$ cat src/rtl/change_dispenser.sv
// change_dispenser: pays out a settled sale. Tickets are issued one per
// ticket_ack handshake, then change is paid one coin per coin_ack using a
// greedy largest-coin-first choice against per-denomination coin stock.
// Build option: define CHANGE_DISP_FIFTY_EN to add the 50 coin and its stock
// counter; without it only 10/5/1 coins exist.
module change_dispenser #(
    parameter int STOCK_W    = 4,
    parameter int STOCK_INIT = 8
) (
    input  logic       clk,
    input  logic       reset,
    input  logic       load,
    input  logic [6:0] change_in,
    input  logic [2:0] sheet_in,
    input  logic       refill,
    input  logic       ticket_ack,
    input  logic       coin_ack,
    output logic       ticket_valid,
    output logic       coin_valid,
    output logic [5:0] coin_val,
    output logic [6:0] remaining,
    output logic       busy,
    output logic       done,
    output logic       short
);

    typedef enum logic [2:0] {
        S_IDLE,
        S_TICKET,
        S_SELECT,
        S_COIN,
        S_DONE,
        S_SHORT
    } state_t;

    // Stock counters saturate at their full-scale value, so an oversized
    // STOCK_INIT is clamped rather than wrapped.
    localparam int STOCK_MAX  = (1 << STOCK_W) - 1;
    localparam int INIT_CLAMP = (STOCK_INIT > STOCK_MAX) ? STOCK_MAX : STOCK_INIT;
    localparam logic [STOCK_W-1:0] STOCK_RST = STOCK_W'(INIT_CLAMP);

    state_t             state;
    logic [2:0]         tickets;
    logic [5:0]         sel_val;
    logic [STOCK_W-1:0] stock_1;
    logic [STOCK_W-1:0] stock_5;
    logic [STOCK_W-1:0] stock_10;
`ifdef CHANGE_DISP_FIFTY_EN
    logic [STOCK_W-1:0] stock_50;
`endif

    // Decrement that holds at zero; stock can never wrap below empty.
    function automatic logic [STOCK_W-1:0] stock_dec(input logic [STOCK_W-1:0] s);
        return (s == '0) ? s : s - 1'b1;
    endfunction

    // Greedy coin choice: later tests override earlier ones, so the largest
    // affordable denomination that is still in stock wins; 0 means none.
    always_comb begin
        sel_val = 6'd0;
        if (remaining >= 7'd1 && stock_1 != '0)
            sel_val = 6'd1;
        if (remaining >= 7'd5 && stock_5 != '0)
            sel_val = 6'd5;
        if (remaining >= 7'd10 && stock_10 != '0)
            sel_val = 6'd10;
`ifdef CHANGE_DISP_FIFTY_EN
        if (remaining >= 7'd50 && stock_50 != '0)
            sel_val = 6'd50;
`endif
    end

    // Payout sequencer with registered handshake and status outputs.
    always_ff @(posedge clk or posedge reset) begin
        if (reset) begin
            state        <= S_IDLE;
            remaining    <= '0;
            tickets      <= '0;
            stock_1      <= STOCK_RST;
            stock_5      <= STOCK_RST;
            stock_10     <= STOCK_RST;
`ifdef CHANGE_DISP_FIFTY_EN
            stock_50     <= STOCK_RST;
`endif
            ticket_valid <= 1'b0;
            coin_valid   <= 1'b0;
            coin_val     <= '0;
            busy         <= 1'b0;
            done         <= 1'b0;
            short        <= 1'b0;
        end else begin
            done  <= 1'b0;
            short <= 1'b0;
            case (state)
                S_IDLE: begin
                    if (refill) begin
                        stock_1  <= STOCK_RST;
                        stock_5  <= STOCK_RST;
                        stock_10 <= STOCK_RST;
`ifdef CHANGE_DISP_FIFTY_EN
                        stock_50 <= STOCK_RST;
`endif
                    end
                    if (load) begin
                        remaining <= change_in;
                        tickets   <= sheet_in;
                        busy      <= 1'b1;
                        if (sheet_in != 3'd0) begin
                            ticket_valid <= 1'b1;
                            state        <= S_TICKET;
                        end else begin
                            state <= S_SELECT;
                        end
                    end
                end
                S_TICKET: begin
                    if (ticket_ack) begin
                        tickets <= tickets - 3'd1;
                        if (tickets == 3'd1) begin
                            ticket_valid <= 1'b0;
                            state        <= S_SELECT;
                        end
                    end
                end
                S_SELECT: begin
                    if (remaining == 7'd0) begin
                        done  <= 1'b1;
                        state <= S_DONE;
                    end else if (sel_val != 6'd0) begin
                        coin_valid <= 1'b1;
                        coin_val   <= sel_val;
                        state      <= S_COIN;
                    end else begin
                        short <= 1'b1;
                        state <= S_SHORT;
                    end
                end
                S_COIN: begin
                    if (coin_ack) begin
                        // coin_val never exceeds remaining, so no underflow here
                        remaining <= remaining - 7'(coin_val);
                        case (coin_val)
                            6'd1:    stock_1  <= stock_dec(stock_1);
                            6'd5:    stock_5  <= stock_dec(stock_5);
                            6'd10:   stock_10 <= stock_dec(stock_10);
`ifdef CHANGE_DISP_FIFTY_EN
                            6'd50:   stock_50 <= stock_dec(stock_50);
`endif
                            default: ;
                        endcase
                        coin_valid <= 1'b0;
                        coin_val   <= '0;
                        state      <= S_SELECT;
                    end
                end
                S_DONE, S_SHORT: begin
                    busy  <= 1'b0;
                    state <= S_IDLE;
                end
                default: begin
                    ticket_valid <= 1'b0;
                    coin_valid   <= 1'b0;
                    coin_val     <= '0;
                    busy         <= 1'b0;
                    state        <= S_IDLE;
                end
            endcase
        end
    end

endmodule

$ cat config.mk
export PLATFORM = sky130hd
export DESIGN_NAME = change_dispenser
export DESIGN_NICKNAME = d
export VERILOG_FILES = /design/src/rtl/change_dispenser.sv
export SDC_FILE = /design/constraint.sdc
export NUM_CORES = 1
export LEC_CHECK = 0
export CORE_MARGIN = 2
export CORE_UTILIZATION = 45
export CTS_CLUSTER_SIZE = 20
export DETAILED_ROUTE_END_ITERATION = 10
export PLACE_DENSITY = 0.72
export SYNTH_ARGS = -nofsm -noshare
export SYNTH_HDL_FRONTEND = slang
export SYNTH_SLANG_ARGS = --single-unit
$ cat constraint.sdc
create_clock -name clk -period 2.2 [get_ports clk]
set_input_delay 0.44 -clock clk [delete_from_list [all_inputs] [get_ports clk]]
set_output_delay 0.44 -clock clk [all_outputs]
set_load 0.05 [all_outputs]
==> results.md, run 1 <==
* Status: completed
* Fmax at 480 MHz
* Most frequent cells in the layout: 31 x clkdlybuf4s50_1, 25 x dfrtp_1, 23 x nand2_1
* Skew-Pair Late Insertion Delay at 0.28 ns
* Crit path DAT at 1.64 ns
* Ys Warns at 0
* Drt total wl at 4770 um
* Post-synth ARST share at 100%
* Worst vdd ir at 0.748 mV
* Total grt overflow at 0
* Post-DP HPWL at 3520 um
* CTS root buf: clkbuf_8
* Area growth from synthesis to layout at 23.9%
* Initial DRC count at 81
* Starting density of the core at 47.2%
* Synth Instances at 225
* Final hold violation count at 0
* Setup TNS at 0 ns
* Postcts setup bufs at 0
* CTS Buf Count at 5
* Max_cap viols at 0
* #FFs+latches synth at 33
* Layout net count at 293
* Post-route ant nets at 0
* Pre-CTS setup slack at -0.0224 ns
* Critical path class: reg -> out
* Setup violators final at 0
* Worst path required time at 1.76 ns
* DR top layer: met4
* Post-synth EDFFs at 0
* ANT cells at 0
* Crit path launch type: flip-flop
* Total die area at 5150 um2
* Dominant cells by area after synthesis: dfrtp_1 36%, ha_1 7.3%, nand2_1 4.2%
* Wire length per cell at 15.1 um
* Die width at 71.8 um
* Cell variety after synth at 50
* GR Util All Layers at 20.2%
* Clock-pin slew on the worst setup and hold paths at 0.07 ns
* Fin area at 2560 um2
* Filler cell count at 401
* Leakage power at 1.04 nW
* Fin Hold WS at 0.518 ns
* Initial antenna violation count at 0
* Max Slew Vio Count at 0
* First-pass GRT wire length at 8060 um
* Min-Delay Path Class: reg -> reg
* Final WS setup at 0.117 ns
* Vias in the first global route at 1731
* Clock tree buffer depth at 2
* RSZ-0062 raised after global routing: no
* Synth Area per Inst at 9.19 um2
* Ys flop type: dfrtp_1
* Max_slew headroom at 60.4%
* Synthesized area at 2070 um2
* Metal-1 WL at 2240 um
* Leading area contributor after synthesis: dfrtp_1
* Router iterations before antenna repair at 5
* Largest net degree at the start of global routing at 34
* Num ports at 34
* Met3 wire length at 195 um
* Number of remaining DRC errors at 0
* Vias at 1782
* Share of cells above drive strength 1 at 13.2%
* Final setup skew at 0.00294 ns
* Slew at the pin closest to its max-slew limit at 0.595 ns
* Die height at 71.8 um
* Sequential share of the synthesized area at 40.1%
* Port Buf Inserts at 31
* Vias/cell at 5.62
* Max H-tree Level at 2
* Met2 wire len at 2280 um
* Final period utilization at 94.7%
* TritonCTS clock tree: built
* Commonest non-fill, non-tap cell in the layout: clkdlybuf4s50_1
* Area share of the largest cell type after synthesis at 36.3%
* Core Rows at 24
* DP Area at 2470 um2
* Gpl congestion at 0.797
* Power per cell area at 1380 nW/um2
* Largest fanout on the critical path at 4
* Fin crit period at 2.08 ns
* # clock sinks at 33
* Core area at 4380 um2
* CP endpoint kind: output port
-- synth_stat cells, drive strengths merged, types with 5 or more instances --
cell type and count:
ha 12, dfrtp 30, buf 6, nor2 14, nand2 24, xor2 5, o31ai 6, inv 17
nor3 12, o21ai 13, a21oi 17, nand3 11
-- cells by family after synthesis --
group / share of synthesized area (%)
muxes: 0.484
AOI/OAI and AO/OA: 21.0
other: 0.181
xor gates and xnor gates: 2.54
adders and majority gates: 8.23
buffers and inverters: 5.93
and+or+nand+nor: 21.5
DFF: 40.1
-- sequential cells by signal, indices dropped and copies added, names as in the netlist --
register / cells
coin_val: 3
done: 1
coin_valid: 1
short: 1
tickets: 3
state: 3
remaining: 7
stock_5: 4
busy: 1
ticket_valid: 1
stock_10: 4
stock_1: 4
-- report_power, final --
| part | leakage (nW) | switching (W) | internal, W |
|---|---|---|---|
| clock network | 0.0395 | 0.000217 | 0.000225 |
| registers | 0.404 | 0.000250 | 0.000826 |
| logic | 0.599 | 0.00123 | 0.000787 |
-- worst max-delay path, stage by stage (launching register included) --
cell             delay (ns)
dfrtp_2                0.42
buf_4                  0.15
clkdlybuf4s50_1        0.80
-- cell type report --
| type | count | area [um2] | share of cell area, % |
|---|---|---|---|
| sequential | 33 | 836 | 32.6 |
| clock buffer | 8 | 80.1 | 3.12 |
| timing repair buffer | 41 | 385 | 15.0 |
| multi-input combinational | 166 | 1130 | 44.2 |
| tap | 52 | 65.1 | 2.54 |
| inverter | 17 | 63.8 | 2.49 |
-- metal layers --
| metal | global-route usage (%) | vias up |
|---|---|---|
| met5 | 0 | - |
| li1 | - | 870 |
| met3 | 4.08 | 5 |
| met4 | 7.97 | 0 |
| met2 | 31.9 | 33 |
| met1 | 27.3 | 874 |
-- repair_timing --
item | CTS | global route
gates resized for setup | 0 | 3
endpoints found under the setup margin | 0 | 5
hold buffers | 0 | 0
-- worst paths after layout --
| check | startpoint | endpoint | slack (ns) | cells past startpoint |
|---|---|---|---|---|
| max in group asynchronous | reset | stock_1[3] | 1.32 | 3 |
| min in group asynchronous | reset | tickets[2] | 0.55 | 3 |
| setup reg to reg | remaining[0] | remaining[6] | 0.25 | 8 |
| hold / removal | busy | busy | 0.52 | 2 |
| setup / recovery | coin_val[1] | coin_val[3] | 0.12 | 2 |
| hold reg to reg | busy | busy | 0.52 | 2 |
-- per-stage QoR --
step | instances | total power (W) | utilization, %
finish | 317 | 0.00353 | 58.4
global route | 317 | 0.00380 | 58.4
CTS | 317 | 0.00354 | 58.2
detailed placement | 309 | 0.00308 | 56.3
global placement | 309 | 0.00303 | 56.3
floorplan | 226 | 0.00250 | -
Note: power is estimated with default switching activity, not from simulation.
==> run 2, diff against run 1 <==
Settings changed: CORE_MARGIN 2 to unset.
==> run 2 against run 1 <==
Against the previous run: setup slack worse by 0.0034 ns; clock power is 15% higher; worst hold slack worse by 0.0066 ns; utilization is 0.31 points higher; power is 1.1% higher; register-to-register slack worse by 0.13 ns; critical path type unchanged; largest power group unchanged.
==> results.md, run 2 (synthesis gave the netlist of run 1 again) <==
* Flop pwr share at 30.4% (about the same)
* Int Power at 0.00188 W (+2.4%)
* Total die area at 4870 um2 (-5.5%)
* CP bufs+invs at 1 (-1)
* Crit-path cells: clkdlybuf4s50_1
* Switching Share at 47.3% (-0.67 points)
* Metal-1 WL at 2160 um (-3.7%)
* Largest stage delay, worst path at 0.86 ns (+0.06 ns)
* Max Slew Vio Count at 0 (unchanged)
* Leakage power at 1.05 nW (+0.38%)
* Worst path required time at 1.76 ns (about the same)
* DR top layer: met4
* Final hold violation count at 0 (unchanged)
* Min-Delay Path Class: reg -> reg
* Crit path DAT at 1.65 ns (about the same)
* Register with the most flip-flops: remaining
* Combinational share of power at 55.3% (-1.7 points)
* Die width at 69.8 um (-2.8%)
* Router iterations before antenna repair at 4 (-1)
* Fmax at 479 MHz (-0.16%)
* Vias at 1746 (-2.0%)
* Core Rows at 24 (unchanged)
* Setup violators final at 0 (unchanged)
* Die height at 69.8 um (-2.8%)
* CTS Buf Count at 5 (unchanged)
* Max H-tree Level at 2 (unchanged)
* Met3 wire length at 165 um (-15%)
* GR Util All Layers at 20.9% (+0.70 points)
* CP endpoint kind: output port
* RSZ-0062 raised after global routing: no
* Final setup skew at 0.00411 ns (+0.00117 ns)
* Critical Path Start: remaining[5]
* Area growth from synthesis to layout at 24.6%
* Initial DRC count at 114 (+41%)
* Commonest non-fill, non-tap cell in the layout: clkdlybuf4s50_1
* Wire length per cell at 14.4 um (-4.6%)
* Port Buf Inserts at 31 (unchanged)
* First-pass GRT wire length at 8070 um (about the same)
* Switching pwr at 0.00169 W (-0.33%)
* Met2 wire len at 2150 um (-5.7%)
* CTS Hold Bufs at 0 (unchanged)
* Starting density of the core at 47.2% (unchanged)
* Crit path launch type: flip-flop
* Launching point of the worst reg2reg path: stock_1[0]
* Clock tree buffer depth at 2 (unchanged)
* Share of cells above drive strength 1 at 14.1% (+0.86 points)
* Most frequent cells in the layout: 31 x clkdlybuf4s50_1, 25 x dfrtp_1, 23 x nand2_1
* Worst vdd ir at 0.774 mV (+3.6%)
* Status: completed
* Clock-pin slew on the worst setup and hold paths at 0.07 ns (about the same)
* Largest net degree at the start of global routing at 34 (unchanged)
* Number of remaining DRC errors at 0 (unchanged)
* Post-DP HPWL at 3330 um (-5.5%)
* Post-cts sizing count at 0 (unchanged)
* Largest fanout on the critical path at 7 (+3)
* Max_cap viols at 0 (unchanged)
* Gpl congestion at 0.815 (+2.1%)
* # clock sinks at 33 (unchanged)
* Drt total wl at 4530 um (-5.2%)
* Power per cell area at 1390 nW/um2 (+0.54%)
* Master of the slowest instance on the critical path: clkdlybuf4s50_1
* Initial antenna violation count at 0 (unchanged)
* Critical path class: reg -> out
* Max reg flops at 7 (unchanged)
* Num ports at 34 (unchanged)
* Hold Path Origin: busy
* CTS root buf: clkbuf_8
* ANT cells at 0 (unchanged)
* Vias/cell at 5.54 (-1.4%)
* Fin Hold WS at 0.511 ns (-0.00661 ns)
* Skew-Pair Late Insertion Delay at 0.28 ns (about the same)
* Setup TNS at 0 ns (unchanged)
* Total grt overflow at 0 (unchanged)
* Post-route ant nets at 0 (unchanged)
* Final period utilization at 94.8% (+0.16 points)
* Max_slew headroom at 64.2% (+3.8 points)
* Slew at the pin closest to its max-slew limit at 0.537 ns (-0.0574 ns)
* Postcts setup bufs at 0 (unchanged)
* Fin crit period at 2.09 ns (+0.00344 ns)
* Kind of cell adding the most delay to the critical path: buffers and inverters
* Layout net count at 291 (-0.68%)
* Clock power frac at 14.3% (+1.8 points)
* TritonCTS clock tree: built
* Vias in the first global route at 1732 (+0.058%)
* Core area at 4380 um2 (unchanged)
==> run 2: cell types whose count changed in the layout (fill, tap and decap cells not counted) <==
cell,change
buf_4,-2
a2bb2oi_2,+1
clkbuf_1,-3
nor3b_1,+1
nor3b_2,-1
o22ai_2,+1
clkinv_2,+1
a2bb2oi_1,-1
clkbuf_8,+2
o22ai_1,-1
==> run 2: power by group through the flow <==
stage / Clock (W) / Combinational (W) / Sequential, W
after global routing: 0.000549 / 0.00218 / 0.00112
after CTS: 0.000525 / 0.00196 / 0.00108
after detailed placement: 0 / 0.00194 / 0.00109
after floorplan: 0 / 0.00112 / 0.00138
after global placement: 0 / 0.00191 / 0.00109
final: 0.000510 / 0.00198 / 0.00109
==> run 2: final timing paths <==
| kind | endpoint | slack [ns] | cells past startpoint |
|---|---|---|---|
| setup / recovery | remaining[5] | 0.11 | 1 |
| hold / removal | busy | 0.51 | 2 |
| setup reg to reg | coin_val[1] | 0.12 | 7 |
| hold reg to reg | busy | 0.51 | 2 |
| max in group asynchronous | stock_1[3] | 1.32 | 3 |
| min in group asynchronous | tickets[2] | 0.55 | 3 |
==> run 2: final cells by class <==
| class | instances | area [um2] |
|---|---|---|
| clock buffer | 7 | 96.3 |
| clock inverter | 1 | 5.00 |
| fill | 398 | 1810 |
| inverter | 17 | 63.8 |
| multi-input combinational | 166 | 1140 |
| sequential | 33 | 836 |
| tap | 52 | 65.1 |
| timing repair buffer | 39 | 370 |
==> run 2: stage by stage <==
step / total power (W) / worst slack (ns) / cells / instance area (um2) / utilization, %
floorplan: 0.00250 / 0.0168 / 226 / 2080 / -
global placement: 0.00300 / 0.0356 / 307 / 2450 / 56.0
detailed placement: 0.00304 / 0.0205 / 307 / 2450 / 56.0
CTS: 0.00357 / 0.0972 / 315 / 2560 / 58.3
global route: 0.00385 / 0.00835 / 315 / 2580 / 58.8
finish: 0.00357 / 0.113 / 315 / 2580 / 58.8
==> run 2: metal layers <==
layer  GRT usage (%)  up-vias
met5               0        -
met4            6.00        0
met3            4.80        6
met2            34.2       32
met1            27.6      843
li1                -      865
==> run 3, diff against run 2 <==
Settings changed: CORE_UTILIZATION 45 to 48, PLACE_DENSITY 0.72 to 0.76.
==> run 3 against run 2 <==
Against the previous run: combinational power hardly changed; non-clock buffer count unchanged; sequential cell count stayed put; die area is 6.1% lower; count of clock-buffer cells in the layout unchanged; fmax barely moved; setup slack gained 0.0015 ns; largest power group unchanged.
==> results.md, run 3 (synthesis gave the netlist of run 1 again) <==
* CP endpoint kind: output port
* Max_slew headroom at 63.2% (-1.0 points)
* Post-cts sizing count at 0 (unchanged)
* Max_cap viols at 0 (unchanged)
* Clock power frac at 16.5% (+2.2 points)
* Wire length per cell at 14.7 um (+2.2%)
* Final period utilization at 94.8% (about the same)
* Worst vdd ir at 0.944 mV (+22%)
* First-pass GRT wire length at 7870 um (-2.5%)
* Layout net count at 291 (unchanged)
* Core Rows at 23 (-4.2%)
* Skew-Pair Late Insertion Delay at 0.29 ns (about the same)
* Non-filler cells, final at 313 (-0.63%)
* Starting density of the core at 51.0% (+3.8 points)
* Slew at the pin closest to its max-slew limit at 0.548 ns (+0.0107 ns)
* CTS root buf: clkbuf_8
* Setup violators final at 0 (unchanged)
* RSZ-0062 raised after global routing: no
* Switching pwr at 0.00170 W (+0.76%)
* Share of cells above drive strength 1 at 12.9% (-1.1 points)
* Die height at 67.6 um (-3.1%)
* Crit-path cells: clkdlybuf4s50_1
* Router iterations before antenna repair at 4 (unchanged)
* CTS Hold Bufs at 0 (unchanged)
* Leakage power at 1.05 nW (+0.48%)
* Total grt overflow at 0 (unchanged)
* Register with the most flip-flops: remaining
* Largest fanout on the critical path at 7 (unchanged)
* Kind of cell adding the most delay to the critical path: buffers and inverters
* Area growth from synthesis to layout at 24.6% (about the same)
* Vias/cell at 5.50 (-0.74%)
* Final setup skew at 0.00649 ns (+0.00237 ns)
* Combinational share of power at 54.1% (-1.2 points)
* Initial antenna violation count at 0 (unchanged)
* Max H-tree Level at 2 (unchanged)
* Status: completed
* Post-route ant nets at 0 (unchanged)
* Number of remaining DRC errors at 0 (unchanged)
* Dpl cells at 305 (-0.65%)
* Max reg flops at 7 (unchanged)
* Power per cell area at 1420 nW/um2 (+2.6%)
* Most frequent cells in the layout: 31 x clkdlybuf4s50_1, 25 x dfrtp_1, 23 x nand2_1
* Postcts setup bufs at 0 (unchanged)
* Die width at 67.6 um (-3.1%)
* Master of the slowest instance on the critical path: clkdlybuf4s50_1
* Num ports at 34 (unchanged)
* Crit path launch type: flip-flop
* Clock tree buffer depth at 2 (unchanged)
* Largest net degree at the start of global routing at 34 (unchanged)
* Initial DRC count at 127 (+11%)
* Flop pwr share at 29.3% (-1.1 points)
* Fmax at 480 MHz (about the same)
* Final WS setup at 0.115 ns (+0.00154 ns)
* ANT cells at 0 (unchanged)
* Largest stage delay, worst path at 0.86 ns (about the same)
* Total power at 0.00366 W (+2.6%)
* CP bufs+invs at 1 (unchanged)
* Worst path required time at 1.76 ns (about the same)
* Switching Share at 46.5% (-0.86 points)
* Max Slew Vio Count at 0 (unchanged)
* Post-DP HPWL at 3250 um (-2.4%)
* Core area at 4060 um2 (-7.4%)
* TritonCTS clock tree: built
* Critical path class: reg -> out
* CTS Buf Count at 5 (unchanged)
* Fin crit period at 2.09 ns (-0.00154 ns)
* # clock sinks at 33 (unchanged)
* Commonest non-fill, non-tap cell in the layout: clkdlybuf4s50_1
* Filler cell count at 353 (-11%)
* Port Buf Inserts at 31 (unchanged)
* Clock-pin slew on the worst setup and hold paths at 0.07 ns (about the same)
* Total die area at 4580 um2 (-6.1%)
* Vias in the first global route at 1704 (-1.6%)
* Drt total wl at 4600 um (+1.6%)
* Pre-CTS setup slack at 0.00336 ns (-0.0172 ns)
* Int Power at 0.00196 W (+4.3%)
* Setup TNS at 0 ns (unchanged)
* Vias at 1722 (-1.4%)
* Crit path DAT at 1.65 ns (about the same)
* GR Util All Layers at 23.4% (+2.5 points)
* Final hold violation count at 0 (unchanged)
* Min-Delay Path Class: reg -> reg
* Gpl congestion at 0.856 (+5.1%)
==> run 3: cell types whose count changed in the layout (fill, tap and decap cells not counted), sizes merged <==
cell / change
clkinv: -1
bufinv: +1
==> run 3: worst paths after layout <==
path / start / to / slack, ns / cells past startpoint
worst max-delay path: remaining[5] / remaining[5] / 0.11 / 1
worst max register to register: remaining[0] / remaining[6] / 0.18 / 8
max in group asynchronous: reset / stock_10[3] / 1.34 / 3
worst min register to register: stock_10[0] / stock_10[0] / 0.52 / 1
worst min-delay path: stock_10[0] / stock_10[0] / 0.52 / 1
min in group asynchronous: reset / stock_5[0] / 0.53 / 3
==> run 3: final cells by class <==
type | instances | area [um2] | area share [%]
Sequential cell | 33 | 836 | 32.4
Tap cell | 50 | 62.6 | 2.43
Clock inverter | 1 | 30.0 | 1.17
Clock buffer | 7 | 86.3 | 3.35
Multi-Input combinational cell | 166 | 1130 | 43.8
Inverter | 17 | 63.8 | 2.48
Timing Repair Buffer | 39 | 370 | 14.4
==> run 3: worst register-to-register path: cells and delay by family (launching register included) <==
family	cells	cell delay, ns
compound gates	3	0.48
simple gates	2	0.56
buf+inv	1	0.07
flops	1	0.43
fa+ha+maj	2	0.38
==> run 3: power by group through the flow <==
stage / logic [W] / clock network (W) / registers (W)
floorplan: 0.00112 / 0 / 0.00138
global placement: 0.00192 / 0 / 0.00108
detailed placement: 0.00196 / 0 / 0.00108
CTS: 0.00198 / 0.000616 / 0.00107
global route: 0.00220 / 0.000640 / 0.00112
finish: 0.00198 / 0.000606 / 0.00107
==> run 3: metrics by stage <==
stage	cell area [um2]	hold slack, ns	util [%]
2_1_floorplan	2080	0.476	-
3_3_place_gp	2450	0.501	60.4
3_5_place_dp	2450	0.506	60.4
4_1_cts	2570	0.520	63.3
5_1_grt	2580	0.546	63.5
6_report	2580	0.517	63.5
==> run 3: metal layers <==
metal  GRT usage (%)  share of wire [%]  vias to the layer above
met2            37.3                 48                       36
met1            30.9                 48                      814
li1                -                  -                      867
met4            6.91                1.1                        0
met5               0                  0                        -
met3            6.08                3.5                        5
==> patch 1: new RTL, flow settings as in run 2 <==
Build with the macro `CHANGE_DISP_FIFTY_EN` defined.
--- a/src/rtl/change_dispenser.sv
+++ b/src/rtl/change_dispenser.sv
@@ -3,6 +3,8 @@
 // greedy largest-coin-first choice against per-denomination coin stock.
 // Build option: define CHANGE_DISP_FIFTY_EN to add the 50 coin and its stock
 // counter; without it only 10/5/1 coins exist.
+`define CHANGE_DISP_FIFTY_EN
+
 module change_dispenser #(
     parameter int STOCK_W    = 4,
     parameter int STOCK_INIT = 8
Check against the original RTL: not equivalent (a bounded check fails within 4 cycles, from zero or initial values and one cycle with reset high).
==> patch 1 against run 2 <==
Die area is 18% higher; worst setup slack better by 0.0084 ns; total power increased by 16%; synthesized area up 19%; critical path depth grew 6; wire length increased by 26%; design area grew 21%; largest power group unchanged; sequential cell count rose by 6.
==> patch 1: results (changes against run 2) <==
- Run status: finished clean (unchanged)
- Multi-input gate area in the final layout: 0.00135 mm² (was 0.00114 mm²)
- Crit-path max cell delay: 0.42 ns (was 0.86 ns)
- Cells on Worst Hold Path: 1 (was 2)
- Pre-CTS setup slack: -0.155 ns (was 0.0205 ns)
- Largest cells by area after synthesis: sky130_fd_sc_hd__dfrtp_1 36%, sky130_fd_sc_hd__ha_1 8.1%, sky130_fd_sc_hd__dfstp_2 4.3%, sky130_fd_sc_hd__o21ai_0 3.9%, sky130_fd_sc_hd__nor2_1 3.7% (was sky130_fd_sc_hd__dfrtp_1 36%, sky130_fd_sc_hd__ha_1 7.3%, sky130_fd_sc_hd__nand2_1 4.2%, sky130_fd_sc_hd__a21oi_1 4.1%, sky130_fd_sc_hd__dfstp_2 3.8%)
- Multi-In Gates: 205 (was 166)
- Static power due to leakage: 0.00132 µW (was 0.00105 µW)
- Met3 wire length: 260 µm (was 165 µm)
- Iteration-0 DRC count of the detailed router: 91 (was 114)
- Half-perimeter wire length after placement: 4300 µm (was 3330 µm)
- Post-Synthesis Cells: 276 (was 225)
- Wirelength per Cell: 14.4 µm (about the same)
- Metal2 WL: 2780 µm (was 2150 µm)
- HP Start: tickets[1] (was busy)
- Clock distribution area overhead in the final layout: 3.77% (was 3.93%)
- Global placement routability congestion: 0.830 (was 0.815)
- Cell family with most CP delay: compound AO/OA/AOI/OAI gates (was buffers and inverters)
- Number of cells in the design after placement: 391 (was 307)
- Clock Skews: 0.00978 ns (was 0.00411 ns)
- Relative area of non-clock buffer cells in the final design: 15.9% (was 14.4%)
- Global routing usage summed across all routing layers: 21.8% (was 20.9%)
- Final wirelength: 5730 µm (was 4530 µm)
- Clock buffer instance count of the final layout: 6 (was 7)
- Via count of the first global-routing pass: 2143 (was 1732)
- Share of cells above drive strength 1: 14.9% (was 14.1%)
- Number of nets in the finished design: 361 (was 291)
- Metal1 wirelength: 2630 µm (was 2160 µm)
- Global-route wire length before repair: 10100 µm (was 8070 µm)
- Endpoint of the lowest-slack register-to-register path: coin_val[0] (was coin_val[1])
- Largest net degree at the start of global routing: 40 (was 34)
- Worst voltage drop across the vdd grid: 1040 µV (was 774 µV)
- Compound-cell area share of the yosys netlist: 20.6% (was 21.0%)
- Leading post-synthesis cells by instance count: 35 x sky130_fd_sc_hd__dfrtp_1, 24 x sky130_fd_sc_hd__nor2_1, 23 x sky130_fd_sc_hd__nand2_1, 22 x sky130_fd_sc_hd__inv_1, 19 x sky130_fd_sc_hd__o21ai_0 (was 30 x sky130_fd_sc_hd__dfrtp_1, 23 x sky130_fd_sc_hd__nand2_1, 17 x sky130_fd_sc_hd__a21oi_1, 17 x sky130_fd_sc_hd__inv_1, 13 x sky130_fd_sc_hd__nor2_1)
- Number of buffer cells added on primary ports: 33 (was 31)
- # clock sinks: 39 (was 33)
- Slowest stage cell, crit path: sky130_fd_sc_hd__dfrtp_1 (was sky130_fd_sc_hd__clkdlybuf4s50_1)
-- patch 1: cell types whose count changed after synthesis, sizes merged, moves of 4 or more --
| cell | before | now |
|---|---|---|
| dfrtp | 30 | 35 |
| nor3 | 12 | 8 |
| o21a | 1 | 5 |
| inv | 17 | 22 |
| nand3 | 11 | 16 |
| o21ai | 13 | 22 |
| nand4 | 0 | 4 |
| nor2 | 14 | 26 |
| o31ai | 6 | 1 |
| ha | 12 | 16 |
-- patch 1: how the worst max path moves through the flow --
stage,from,end,slack [ns],cells past startpoint
2_1_floorplan,coin_val[2],remaining[5],0.04,8
3_3_place_gp,refill,stock_10[2],-0.13,7
3_5_place_dp,refill,stock_50[2],-0.16,7
4_1_cts,stock_1[0],state[1],0.03,7
5_1_grt,stock_1[0],coin_val[0],0.02,7
6_report,stock_1[0],coin_val[0],0.12,7
-- patch 1: through the flow --
step	total power (µW)	util (%)	instance area, µm²
final	4130	60.3	3120
after CTS	4150	60.3	3120
after floorplan	2760	-	2460
after global placement	3450	58.0	3000
after detailed placement	3510	58.0	3000
after global routing	4460	60.3	3120
-- patch 1: report_power, final --
part | leakage (µW) | internal [µW] | switching (µW) | total [µW]
registers | 0.000486 | 925 | 209 | 1130
clock network | 0.0000612 | 367 | 268 | 636
logic | 0.000777 | 951 | 1410 | 2360
-- patch 1: kinds of logic after synthesis --
| group | Yosys count |
|---|---|
| buffers and inverters | 32 |
| AOI/OAI and AO/OA | 72 |
| and+or+nand+nor | 106 |
| DFF | 39 |
| xor gates and xnor gates | 9 |
| adders and majority gates | 18 |
-- patch 1: metal layers --
metal  GRT usage (%)  up-vias
li1                -     1075
met1            30.2     1047
met2            35.0       54
met3            4.10        7
met4            5.58        0
met5               0        -
==> patch 2: new RTL, flow settings as in run 2 <==
Made on the original files. Re-encode `state_t` (6 states) as one-hot, 6 bits wide.
--- a/src/rtl/change_dispenser.sv
+++ b/src/rtl/change_dispenser.sv
@@ -24,13 +24,13 @@
     output logic       short
 );
 
-    typedef enum logic [2:0] {
-        S_IDLE,
-        S_TICKET,
-        S_SELECT,
-        S_COIN,
-        S_DONE,
-        S_SHORT
+    typedef enum logic [5:0] {
+        S_IDLE   = 6'b000001,
+        S_TICKET = 6'b000010,
+        S_SELECT = 6'b000100,
+        S_COIN   = 6'b001000,
+        S_DONE   = 6'b010000,
+        S_SHORT  = 6'b100000
     } state_t;
 
     // Stock counters saturate at their full-scale value, so an oversized
Function: no difference found for any inputs over 10 cycles, from zero or initial values and one cycle with reset high; not proved beyond that.
==> patch 2 against run 2 <==
Sequential cell count up 3; total power down 0.16%; register-to-register slack better by 0.03 ns; combinational power down 3%; design area up 13%; die area up 11%; synthesized area up 12%; maximum frequency down 1.7%; sequential share of layout area down 1.2 points; worst setup slack worse by 0.037 ns; clock power up 27%; wire length up 14%; utilization up 1.4 points; critical endpoint is now coin_val[3]; largest power group unchanged.
==> patch 2: results (changes against run 2) <==
- Non-clock inverter instance count of the final layout: 19 (was 17)
- Proportion of netlist area held by the largest area contributor: 34.7% (was 36.3%)
- Clock distribution area overhead in the final layout: 4.36% (was 3.93%)
- Parity-gate share of the synthesized area counting xor and xnor cells: 3.42% (was 2.54%)
- Leading post-synthesis cells by instance count: 32 x sky130_fd_sc_hd__dfrtp_1, 26 x sky130_fd_sc_hd__nor2_1, 20 x sky130_fd_sc_hd__nand2_1, 19 x sky130_fd_sc_hd__inv_1, 19 x sky130_fd_sc_hd__o21ai_0 (was 30 x sky130_fd_sc_hd__dfrtp_1, 23 x sky130_fd_sc_hd__nand2_1, 17 x sky130_fd_sc_hd__a21oi_1, 17 x sky130_fd_sc_hd__inv_1, 13 x sky130_fd_sc_hd__nor2_1)
- Post-synth cell types: 54 (was 50)
- Largest net degree at the start of global routing: 37 (was 34)
- Wirelength per Cell: 14.0 µm (was 14.4 µm)
- Instance area at placement: 0.00277 mm² (was 0.00245 mm²)
- Via-to-Cell Ratio: 5.47 (was 5.54)
- Flops & latches, synth: 36 (was 33)
- Global-route wire length before repair: 8770 µm (was 8070 µm)
- Final wirelength: 5170 µm (was 4530 µm)
- Multiplexer share of the synthesized area: 2.87% (was 0.484%)
- Share of cells above drive strength 1: 15.6% (was 14.1%)
- Largest cells by area after synthesis: sky130_fd_sc_hd__dfrtp_1 35%, sky130_fd_sc_hd__ha_1 6.5%, sky130_fd_sc_hd__dfstp_2 4.6%, sky130_fd_sc_hd__nor2_1 4.2%, sky130_fd_sc_hd__o21ai_0 4.1% (was sky130_fd_sc_hd__dfrtp_1 36%, sky130_fd_sc_hd__ha_1 7.3%, sky130_fd_sc_hd__nand2_1 4.2%, sky130_fd_sc_hd__a21oi_1 4.1%, sky130_fd_sc_hd__dfstp_2 3.8%)
- Multi-In Gates: 187 (was 166)
- P&R area growth vs syn: 25.7% (was 24.6%)
- First-pass DRT Iterations: 5 (was 4)
- Fraction of standard cell area in multi-input logic: 43.2% (was 44.2%)
- Power dissipated by switching net loads: 1570 µW (was 1690 µW)
- Global placement routability congestion: 0.863 (was 0.815)
- Storage cell area: 906 µm² (was 836 µm²)
- Number of nets in the finished design: 329 (was 291)
- Half-perimeter wire length after placement: 3910 µm (was 3330 µm)
- Adder-Cell Fraction of Synth Area: 7.38% (was 8.23%)
- Power of the clock network: 647 µW (was 510 µW)
- Static power due to leakage: 0.00128 µW (was 0.00105 µW)
- Arrival time reported for the critical path endpoint: 1.68 ns (was 1.65 ns)
- Via count of the first global-routing pass: 1972 (was 1732)
- Iteration-0 DRC count of the detailed router: 83 (was 114)
- Number of non-clock buffers: 51 (was 39)
- Clock Skews: 0.00651 ns (was 0.00411 ns)
- Highest fanout seen on the critical path: 8 (was 7)
- Run status: finished clean (unchanged)
- Global routing usage summed across all routing layers: 21.3% (was 20.9%)
- Clock network power share: 18.2% (was 14.3%)
- Multi-input gate area in the final layout: 0.00125 mm² (was 0.00114 mm²)
patch 2: metrics by stage:
stage,utilization (%),hold slack [ns]
floorplan,-,0.464
global placement,57.6,0.469
detailed placement,57.6,0.471
CTS,60.2,0.497
global route,60.2,0.517
finish,60.2,0.493
patch 2: per-layer routing:
metal | wire [µm] | vias to the layer above | GRT usage (%)
met5 | 0 | - | 0
met1 | 2260 | 967 | 25.2
met3 | 225 | 9 | 4.39
met4 | 104 | 0 | 7.48
met2 | 2580 | 54 | 37.9
li1 | - | 983 | -
patch 2: path summary, 6_finish.rpt:
check	startpoint	slack, ns	to	cells past startpoint
min in group asynchronous	reset	0.56	tickets[1]	3
min reg2reg	tickets[1]	0.49	tickets[1]	1
max reg2reg	state[4]	0.15	remaining[3]	5
max	coin_val[1]	0.08	coin_val[3]	1
min	tickets[1]	0.49	tickets[1]	1
max in group asynchronous	reset	1.28	stock_1[3]	3
